[src/rtl/pwm_duty_meter_pkg.sv]
// Shared definitions for the PWM duty meter: FSM states, percent scale, stuck-result helper.
package pwm_duty_meter_pkg;

    typedef enum logic [1:0] {
        StIdle = 2'd0,
        StHigh = 2'd1,
        StLow  = 2'd2,
        StDiv  = 2'd3
    } meter_state_e;

    localparam int unsigned PCT_SCALE = 100;
    localparam int unsigned PCT_W     = 7;

    // Duty reported for a constant line: fully high reads 100 %, fully low reads 0 %.
    function automatic logic [PCT_W-1:0] stuck_pct(input logic level);
        return level ? PCT_W'(PCT_SCALE) : '0;
    endfunction

endpackage

[src/rtl/pwm_duty_meter_div_seq.sv]
// Restoring divider, one quotient bit per cycle. done is high in the cycle that performs
// the last iteration; quot is the combinational result of that iteration, so it is only
// meaningful while done is high.
module pwm_duty_meter_div_seq #(
    parameter int unsigned NUM_W = 23,
    parameter int unsigned DEN_W = 16
) (
    input  logic             hwclk,
    input  logic             rst_n,
    input  logic             start,
    input  logic [NUM_W-1:0] num,
    input  logic [DEN_W-1:0] den,
    output logic             busy,
    output logic             done,
    output logic [NUM_W-1:0] quot
);

    localparam int unsigned CNT_BITS = $clog2(NUM_W + 1);

    logic [DEN_W-1:0]    rem_q;
    logic [DEN_W-1:0]    den_q;
    logic [NUM_W-1:0]    q_q;
    logic [CNT_BITS-1:0] cnt_q;
    logic                busy_q;

    logic [DEN_W:0]      rem_sh;
    logic [DEN_W+1:0]    diff;
    logic                q_bit;
    logic [DEN_W-1:0]    rem_nx;
    logic                unused_diff_bit;

    // One restoring step: shift in the next dividend bit, subtract if it fits.
    always_comb begin
        rem_sh = {rem_q, q_q[NUM_W-1]};
        diff   = {1'b0, rem_sh} - {2'b00, den_q};
        q_bit  = ~diff[DEN_W+1];
        // Either branch is < den, so the top bit is always zero.
        rem_nx = q_bit ? diff[DEN_W-1:0] : rem_sh[DEN_W-1:0];
    end

    assign unused_diff_bit = diff[DEN_W];
    assign done = busy_q && (cnt_q == CNT_BITS'(NUM_W - 1));
    assign quot = {q_q[NUM_W-2:0], q_bit};
    assign busy = busy_q;

    // Load operands on start, then iterate NUM_W times.
    always_ff @(posedge hwclk or negedge rst_n) begin
        if (!rst_n) begin
            rem_q  <= '0;
            den_q  <= '0;
            q_q    <= '0;
            cnt_q  <= '0;
            busy_q <= 1'b0;
        end else if (start) begin
            rem_q  <= '0;
            den_q  <= den;
            q_q    <= num;
            cnt_q  <= '0;
            busy_q <= 1'b1;
        end else if (busy_q) begin
            rem_q <= rem_nx;
            q_q   <= quot;
            cnt_q <= cnt_q + 1'b1;
            if (done) begin
                busy_q <= 1'b0;
            end
        end
    end

endmodule

[src/rtl/pwm_duty_meter.sv]
// Measures high-time and period of an asynchronous PWM line and publishes duty in percent,
// one result per measured period, or a stuck result when the line stops toggling.
module pwm_duty_meter
    import pwm_duty_meter_pkg::*;
#(
    parameter int unsigned CNT_W       = 16,
    parameter int unsigned TIMEOUT     = 30000,
    parameter int unsigned SYNC_STAGES = 2
) (
    input  logic             hwclk,
    input  logic             rst_n,
    input  logic             pwm_in,
    output logic [PCT_W-1:0] duty_pct,
    output logic [CNT_W-1:0] period,
    output logic             stuck,
    output logic             valid
);

    localparam int unsigned NUM_W = CNT_W + PCT_W;

    logic [SYNC_STAGES-1:0] sync_q;
    logic                   lvl_q;
    logic                   rise_q;
    logic                   fall_q;

    meter_state_e           state_q;
    logic [CNT_W-1:0]       high_cnt_q;
    logic [CNT_W-1:0]       low_cnt_q;
    logic [CNT_W-1:0]       den_q;
    logic [CNT_W-1:0]       tmo_q;
    logic [PCT_W-1:0]       duty_q;
    logic [CNT_W-1:0]       period_q;
    logic                   stuck_q;
    logic                   valid_q;

    logic                   div_start;
    logic [NUM_W-1:0]       div_num;
    logic [CNT_W-1:0]       div_den;
    logic                   div_busy;
    logic                   div_done;
    logic [NUM_W-1:0]       div_quot;
    logic                   tmo_hit;
    logic                   unused_quot_hi;

    function automatic logic [CNT_W-1:0] sat_inc(input logic [CNT_W-1:0] v);
        return (&v) ? v : v + 1'b1;
    endfunction

    // Synchronizer plus edge detect; lvl_q is the level aligned with the rise/fall strobes.
    always_ff @(posedge hwclk or negedge rst_n) begin
        if (!rst_n) begin
            sync_q <= '0;
            lvl_q  <= 1'b0;
            rise_q <= 1'b0;
            fall_q <= 1'b0;
        end else begin
            sync_q <= {sync_q[SYNC_STAGES-2:0], pwm_in};
            lvl_q  <= sync_q[SYNC_STAGES-1];
            rise_q <= sync_q[SYNC_STAGES-1] & ~lvl_q;
            fall_q <= ~sync_q[SYNC_STAGES-1] & lvl_q;
        end
    end

    // Divider is started straight from the closing rise so its latency starts at the strobe.
    always_comb begin
        div_start = rise_q && (state_q == StLow) && !div_busy;
        div_num   = NUM_W'(high_cnt_q) * NUM_W'(PCT_SCALE);
        div_den   = high_cnt_q + low_cnt_q;
        tmo_hit   = (tmo_q == CNT_W'(TIMEOUT - 1));
    end

    assign unused_quot_hi = ^div_quot[NUM_W-1:PCT_W];

    pwm_duty_meter_div_seq #(
        .NUM_W (NUM_W),
        .DEN_W (CNT_W)
    ) u_div (
        .hwclk (hwclk),
        .rst_n (rst_n),
        .start (div_start),
        .num   (div_num),
        .den   (div_den),
        .busy  (div_busy),
        .done  (div_done),
        .quot  (div_quot)
    );

    // Measurement FSM, timeout and registered result outputs.
    always_ff @(posedge hwclk or negedge rst_n) begin
        if (!rst_n) begin
            state_q    <= StIdle;
            high_cnt_q <= '0;
            low_cnt_q  <= '0;
            den_q      <= '0;
            tmo_q      <= '0;
            duty_q     <= '0;
            period_q   <= '0;
            stuck_q    <= 1'b0;
            valid_q    <= 1'b0;
        end else begin
            valid_q <= 1'b0;
            unique case (state_q)
                StIdle: begin
                    if (rise_q) begin
                        state_q    <= StHigh;
                        high_cnt_q <= CNT_W'(1);
                    end
                end
                StHigh: begin
                    if (fall_q) begin
                        state_q   <= StLow;
                        low_cnt_q <= CNT_W'(1);
                    end else begin
                        high_cnt_q <= sat_inc(high_cnt_q);
                    end
                end
                StLow: begin
                    if (div_start) begin
                        state_q <= StDiv;
                        den_q   <= div_den;
                    end else begin
                        low_cnt_q <= sat_inc(low_cnt_q);
                    end
                end
                StDiv: begin
                    if (div_done) begin
                        state_q  <= StIdle;
                        tmo_q    <= '0;
                        duty_q   <= div_quot[PCT_W-1:0];
                        period_q <= den_q;
                        stuck_q  <= 1'b0;
                        valid_q  <= 1'b1;
                    end
                end
            endcase
            // Timeout runs outside DIV; an edge in the same cycle takes precedence.
            if (state_q != StDiv) begin
                if (rise_q || fall_q) begin
                    tmo_q <= '0;
                end else if (tmo_hit) begin
                    tmo_q    <= '0;
                    state_q  <= StIdle;
                    duty_q   <= stuck_pct(lvl_q);
                    period_q <= '0;
                    stuck_q  <= 1'b1;
                    valid_q  <= 1'b1;
                end else begin
                    tmo_q <= tmo_q + 1'b1;
                end
            end
        end
    end

    assign duty_pct = duty_q;
    assign period   = period_q;
    assign stuck    = stuck_q;
    assign valid    = valid_q;

endmodule

[config.mk]
export PLATFORM = sky130hd
export DESIGN_NAME = pwm_duty_meter
export DESIGN_NICKNAME = d
export VERILOG_FILES = /design/src/rtl/pwm_duty_meter_pkg.sv /design/src/rtl/pwm_duty_meter_div_seq.sv /design/src/rtl/pwm_duty_meter.sv
export SDC_FILE = /design/constraint.sdc
export NUM_CORES = 1
export LEC_CHECK = 0
export BUFFER_PORTS_ARGS = -buffer_cell sky130_fd_sc_hd__buf_2
export CORE_ASPECT_RATIO = 0.6
export CORE_MARGIN = 2
export CORE_UTILIZATION = 40
export CTS_BUF_LIST = sky130_fd_sc_hd__clkbuf_16
export DETAILED_ROUTE_END_ITERATION = 16
export PLACE_DENSITY = 0.65
export SETUP_SLACK_MARGIN = 0.2
export SLEW_MARGIN = 0
export SYNTH_ARGS = -nofsm -noshare
export SYNTH_HDL_FRONTEND = slang
export SYNTH_SLANG_ARGS = --single-unit
[constraint.sdc]
create_clock -name hwclk -period 3.2 [get_ports hwclk]
set_input_delay 0.96 -clock hwclk [delete_from_list [all_inputs] [get_ports hwclk]]
set_output_delay 0.96 -clock hwclk [all_outputs]
set_load 0.03 [all_outputs]
==> run_results.csv, run 1 <==
group,metric,value,unit
outcome,outcome,"complete, but fails checks",
outcome,violations,"negative setup slack",
cts,tritoncts,"yes",
critical_path,crit_end,"u_div.q_q[20]",
die,fp.dieArea,26050,um^2
route,ant_nets,0,
grt,grt_max_degree,59,
cts,root_buffer,"clkbuf_16",
critical_path,critPathLaunch,"high_cnt_q[6]",
critical_path,worst-endpoint-arrival,3.65,ns
critical_path,reg2reg_to,"u_div.q_q[20]",
cts,hold_buffers,0,
die,num_rows,44,
place,place_area,10750,um^2
cells_and_area,drive_above_1_share,15.91,%
sta,post-route-period-util,104.9,%
sta,fin_crit,3.357,ns
cts,clkTransAtPathRegs,0.06,ns
cells_and_area,nFillCells,2224,
route,drt_iter0_markers,904,
route,avgViaCountPerCell,5.462,
critical_path,crit_path_frequent_cell,"ha_1",
sta,timing.fmax,297.9,MHz
place,gp_congestion,0.9164,
power,power,8.603,mW
critical_path,critPathBufInv,3,
grt,grt_antenna_before_repair,0,
grt,grt-ovfl-total,0,
sta,hold_viol,0,
critical_path,critical_path_required,3.50,ns
critical_path,critPathLaunchType,"flip-flop",
flow_run,maxCapViolations,0,
critical_path,ff2ff_path_depth,13,
cts,numCtsBuffers,17,
sta,tightest_slew,0.8914,ns
route,drcViolationCount,0,
place,dp_slack,-0.2139,ns
hold_path,hold_path_class,"reg2reg",
sta,rsz0062_at_grt,"true",
cells_and_area,final_cell_mix,"156 x dfrtp_1, 153 x nand2_1, 77 x ha_1",
critical_path,reg2reg_from,"high_cnt_q[6]",
sta,fin_ws,-0.1571,ns
die,ios,28,
cells_and_area,finalNetCount,1273,
die,core_area,24220,um^2
grt,grt_pass1_wl,41.98,mm
critical_path,cp_slowest_cell,"fa_1",
sta,skew,0.01211,ns
place,port_buffers,27,
critical_path,cpPeakStageDelay,0.47,ns
cells_and_area,syn_to_final_growth,19.22,%
power,p_leak,5.845,nW
die,die_h,125.8,um
cells_and_area,mostFrequentLayoutCell,"dfrtp_1",
logic_synthesis,synthCells,1094,
logic_synthesis,ys_ff_latch,157,
critical_path,path_depth,13,
power,ir_drop,0.4307,mV
grt,grt_usage,20.42,%
route,via_count,8215,
logic_synthesis,synthesis.nets,1197,
die,start_util,40.85,%
logic_synthesis,yosysSeqAreaShare,39.71,%
critical_path,r2r_slack,-0.16,ns
place,dpl.hpwl,19.14,mm
sta,finalSetupViolCount,8,
logic_synthesis,syn_area,9894,um^2
sta,whs,0.3706,ns
logic_synthesis,synth-edff-count,0,
critical_path,end_kind,"flip-flop",
route,first_pass_iters,7,
power,powerDensity,729.3,nW/um^2
sta,max-slew-margin-rel,40.57,%
grt,grt_pass1_vias,7592,
route,wl_per_cell,17.48,um
critical_path,crit_family,"adder cells",
cts,htreeDepth,4,
sta,slew_violations,0,
logic_synthesis,async_flop_share,100.0,%
die,die_w,207.0,um
logic_synthesis,ys_types,69,
cts,worstSkewPairLatency,0.45,ns
cells_and_area,finalInstanceArea,11800,um^2
cts,clock_sinks,157,
logic_synthesis,ys_warn_count,0,
logic_synthesis,syn_avg_cell_area,9.044,um^2
route,routed_wl,26.29,mm
critical_path,setup.worst_path.class,"reg2reg",
cts,cts_buffer_depth,2,
cells_and_area,diodes,0,
critical_path,crit_fanout,4,
logic_synthesis,synth_ff_type,"dfrtp_1",
critical_path,crit_chain,"ha_1 -> ha_1 -> inv_2 -> fa_1 -> inv_1 -> ha_2 -> a2111o_1 -> o211ai_1 -> buf_4 -> o31ai_2 -> a21oi_2 -> mux2i_1 -> o311ai_1",
## worst min path at each step
stage | start | end | slack [ns] | cells past startpoint
2_1_floorplan | sync_q[0] | sync_q[1] | 0.33 | 0
3_3_place_gp | sync_q[0] | sync_q[1] | 0.36 | 0
3_5_place_dp | sync_q[0] | sync_q[1] | 0.36 | 0
4_1_cts | sync_q[0] | sync_q[1] | 0.37 | 0
5_1_grt | sync_q[0] | sync_q[1] | 0.38 | 0
6_report | sync_q[0] | sync_q[1] | 0.37 | 0
## stage by stage
stage | utilization, % | instances | setup TNS [ns]
3_5_place_dp | 44.39 | 1458 | -0.5376
5_1_grt | 48.70 | 1504 | -2.070
6_report | 48.70 | 1504 | -0.7614
2_1_floorplan | - | 1094 | -0.01784
4_1_cts | 47.88 | 1497 | -0.3776
3_3_place_gp | 44.39 | 1458 | -0.07903
## report_power, final
part / total, mW / switching (mW) / internal [mW]
Combinational: 3.42 / 1.97 / 1.46
Clock: 2.33 / 0.870 / 1.46
Sequential: 2.85 / 0.420 / 2.43
Total: 8.60 / 3.26 / 5.35
## routing by layer
layer	GRT usage (%)	vias up	wire length, um
met4	5.000	0	213
met3	4.888	23	1740
met5	0	-	0
met2	25.73	229	10270
met1	33.68	4005	14070
li1	-	3958	-
## state kept, by name, summed over array words and instances (netlist names)
name,count
den_q,16
duty_pct,7
fall_q,1
high_cnt_q,16
low_cnt_q,16
lvl_q,1
period,16
rise_q,1
state_q,2
stuck,1
sync_q,2
tmo_q,16
u_div.busy,1
u_div.cnt_q,5
u_div.den_q,16
u_div.q_q,23
u_div.rem_q,16
valid,1
## area by class of cell
type	count	area [um^2]	area share [%]
clock inverter	14	244.0	2.068
timing repair buffer	97	701.9	5.950
clock buffer	17	425.4	3.606
tap	322	402.9	3.415
multi-input combinational	817	5792	49.10
inverter	80	300.3	2.546
sequential	157	3930	33.32
## synth_stat cells, drive strengths merged, types with 11 or more instances
cell type  number  area, um^2
nand3          59       295.3
nand4          11       68.82
clkbuf         30       132.6
a21o           18       136.4
a21oi          56       287.8
ha             87        1089
and3           13       81.33
nor2b          12       75.07
a31oi          12       75.07
xnor2          29       254.0
mux2i          23       230.2
o31ai          11       96.34
o21a           14       105.1
xor2           33       289.0
o21ai          85       425.4
nand2         155       581.8
nor2           78       292.8
nor3           16       80.08
fa             13       260.3
inv            80       300.3
dfrtp         157        3929
## cells by family (layout without fill, tap and decap cells)
logic type	count (synthesis)	after routing	synth area share (%)
muxes	25	25	2.554
and+or+nand+nor	385	385	18.03
AOI/OAI and AO/OA	245	245	15.69
xor gates and xnor gates	62	62	5.488
adders and majority gates	100	100	13.63
buffers and inverters	120	208	4.894
DFF	157	157	39.71
## what timing repair did
action	4_1_cts	5_1_grt
gates resized for setup	25	28
endpoints found under the hold margin	0	0
setup buffers	8	7
gates cloned	0	0
setup endpoints to repair	11	18
pin swaps	18	15
Power figures use the tool's default switching activity.
==> inputs of run 2 (changes only) <==
==> constraint.sdc (replaced) <==
create_clock -name hwclk -period 3.2 [get_ports hwclk]
set_input_delay 0.64 -clock hwclk [delete_from_list [all_inputs] [get_ports hwclk]]
set_output_delay 0.64 -clock hwclk [all_outputs]
set_load 0.03 [all_outputs]
==> run 2 against run 1 <==
Against the previous run: clock skew down 0.0011 ns; the run still ends with negative setup slack left; worst hold slack worse by 0.27 ns; largest cell class unchanged; wire length about the same; sequential power about the same.
==> run_results.csv, run 2 (synthesis results as in run 1) <==
group,metric,value,unit
hold_path,hold_path_class,"in2async",
cells_and_area,mostFrequentLayoutCell,"nand2_1",
cells_and_area,top_register,"u_div.q_q",
cts,tritoncts,"yes",
route,drcViolationCount,0,
sta,whs,0.1035,ns
place,dp.cells,1456,
sta,fin_crit,3.435,ns
cts,numCtsBuffers,17,
critical_path,crit_chain,"ha_4 -> ha_4 -> inv_2 -> fa_1 -> inv_2 -> ha_4 -> a2111o_1 -> o211ai_1 -> buf_4 -> a32oi_2 -> a311oi_2 -> xor2_1 -> a21oi_1",
die,core_area,24220,um^2
cts,cts_buffer_depth,2,
power,p_leak,5.690,nW
grt,grt-ovfl-total,0,
power,ir_drop,0.3804,mV
place,dpl.hpwl,19.29,mm
sta,hold_viol,0,
sta,slew_violations,0,
critical_path,crit_fanout,4,
cts,clock_sinks,157,
grt,grt_pass1_vias,7619,
sta,fin_ws,-0.2353,ns
route,routed_wl,26.31,mm
outcome,violations,"negative setup slack",
die,num_rows,44,
place,place_area,10740,um^2
die,ios,28,
outcome,outcome,"complete, but fails checks",
cells_and_area,largest_reg_flops,23,
sta,timing.fmax,291.1,MHz
power,pwr-share-clk,22.3,%
route,via_count,8096,
route,wl_per_cell,17.55,um
power,intPower,4.941,mW
cells_and_area,finalNetCount,1267,
grt,grt_pass1_wl,41.86,mm
cells_and_area,final_cell_mix,"154 x nand2_1, 151 x dfrtp_1, 77 x nor2_1",
sta,max-slew-margin-rel,39.42,%
cts,clkTransAtPathRegs,0.07,ns
critical_path,cp_slowest_cell,"fa_1",
grt,grt_max_degree,55,
grt,grt_usage,20.29,%
cts,root_buffer,"clkbuf_16",
power,seqPwrFrac,34.4,%
flow_run,maxCapViolations,0,
grt,grt_antenna_before_repair,0,
cells_and_area,diodes,0,
power,power,8.301,mW
route,ant_nets,0,
power,powerDensity,706.3,nW/um^2
sta,tightest_slew,0.9087,ns
route,first_pass_iters,5,
cells_and_area,finalInstanceArea,11750,um^2
die,fp.dieArea,26050,um^2
place,port_buffers,27,
cells_and_area,fin_cells,1499,
die,die_w,207.0,um
critical_path,end_kind,"flip-flop",
cts,worstSkewPairLatency,0.45,ns
die,start_util,40.85,%
cells_and_area,post-route-util,48.52,%
power,p_sw_share,40.47,%
sta,finalSetupViolCount,4,
place,dp_slack,-0.1482,ns
sta,finalSetupTns,-0.5645,ns
cts,hold_buffers,0,
critical_path,setup.worst_path.class,"reg2reg",
die,die_h,125.8,um
power,p_comb_share,43.2,%
sta,skew,0.01099,ns
critical_path,worst-endpoint-arrival,3.76,ns
place,gp_congestion,0.9050,
critical_path,critical_path_required,3.52,ns
critical_path,critPathLaunchType,"flip-flop",
sta,rsz0062_at_grt,"true",
power,p_sw,3.360,mW
critical_path,cpPeakStageDelay,0.51,ns
sta,post-route-period-util,107.4,%
cells_and_area,drive_above_1_share,16.82,%
critical_path,crit_path_frequent_cell,"ha_4",
route,avgViaCountPerCell,5.401,
route,drt_iter0_markers,721,
cells_and_area,syn_to_final_growth,18.78,%
cts,htreeDepth,4,
## run 2: cell types whose count changed in the layout (fill, tap and decap cells not counted), sizes merged
cell,previous run,this run
bufinv,6,0
clkinvlp,1,3
inv,80,85
buf,97,91
## run 2: critical path: cells and delay by family (launching register included)
family / cells / cell delay [ns]
xor gates and xnor gates: 1 / 0.20
DFF: 1 / 0.45
adders and majority gates: 4 / 1.21
buffers and inverters: 3 / 0.25
AOI/OAI and AO/OA: 5 / 1.19
## run 2: metal layers
| layer | vias to the layer above | part of all wire (%) | track usage [%] |
|---|---|---|---|
| li1 | 3944 | - | - |
| met1 | 3951 | 54 | 33.02 |
| met2 | 187 | 40 | 26.35 |
| met3 | 14 | 6.2 | 5.461 |
| met4 | 0 | 0.48 | 3.445 |
| met5 | - | 0 | 0 |
## run 2: worst paths after layout
path | startpoint | to | slack, ns | cells after the start
max | high_cnt_q[7] | u_div.q_q[22] | -0.24 | 13
min | rst_n | u_div.rem_q[13] | 0.10 | 1
max reg2reg | high_cnt_q[7] | u_div.q_q[22] | -0.24 | 13
min reg2reg | sync_q[0] | sync_q[1] | 0.35 | 0
max in group asynchronous | rst_n | u_div.q_q[13] | 2.31 | 2
min in group hwclk | pwm_in | sync_q[0] | 0.30 | 1
## run 2: final cells by class
type / count / area [um^2]
multi-input cells: 817 / 5936
repair buffers: 91 / 653.1
clock inverters: 15 / 98.84
inverters: 80 / 300.3
clock buffers: 17 / 425.4
fillers: 2231 / 12470
well taps: 322 / 402.9
flip-flops and latches: 157 / 3936
## run 2: power by group through the flow
| stage | logic, mW | registers [mW] | clock network [mW] |
|---|---|---|---|
| floorplan | 2.60 | 2.72 | 0 |
| global placement | 3.24 | 2.85 | 0 |
| detailed placement | 3.36 | 2.86 | 0 |
| CTS | 3.42 | 2.83 | 1.89 |
| global route | 4.02 | 2.92 | 1.98 |
| finish | 3.59 | 2.86 | 1.85 |
## run 2: repair_timing
action,CTS,global route
setup buffers,7,4
gates resized for setup,30,48
endpoints found under the setup margin,11,14
pin swaps,32,23
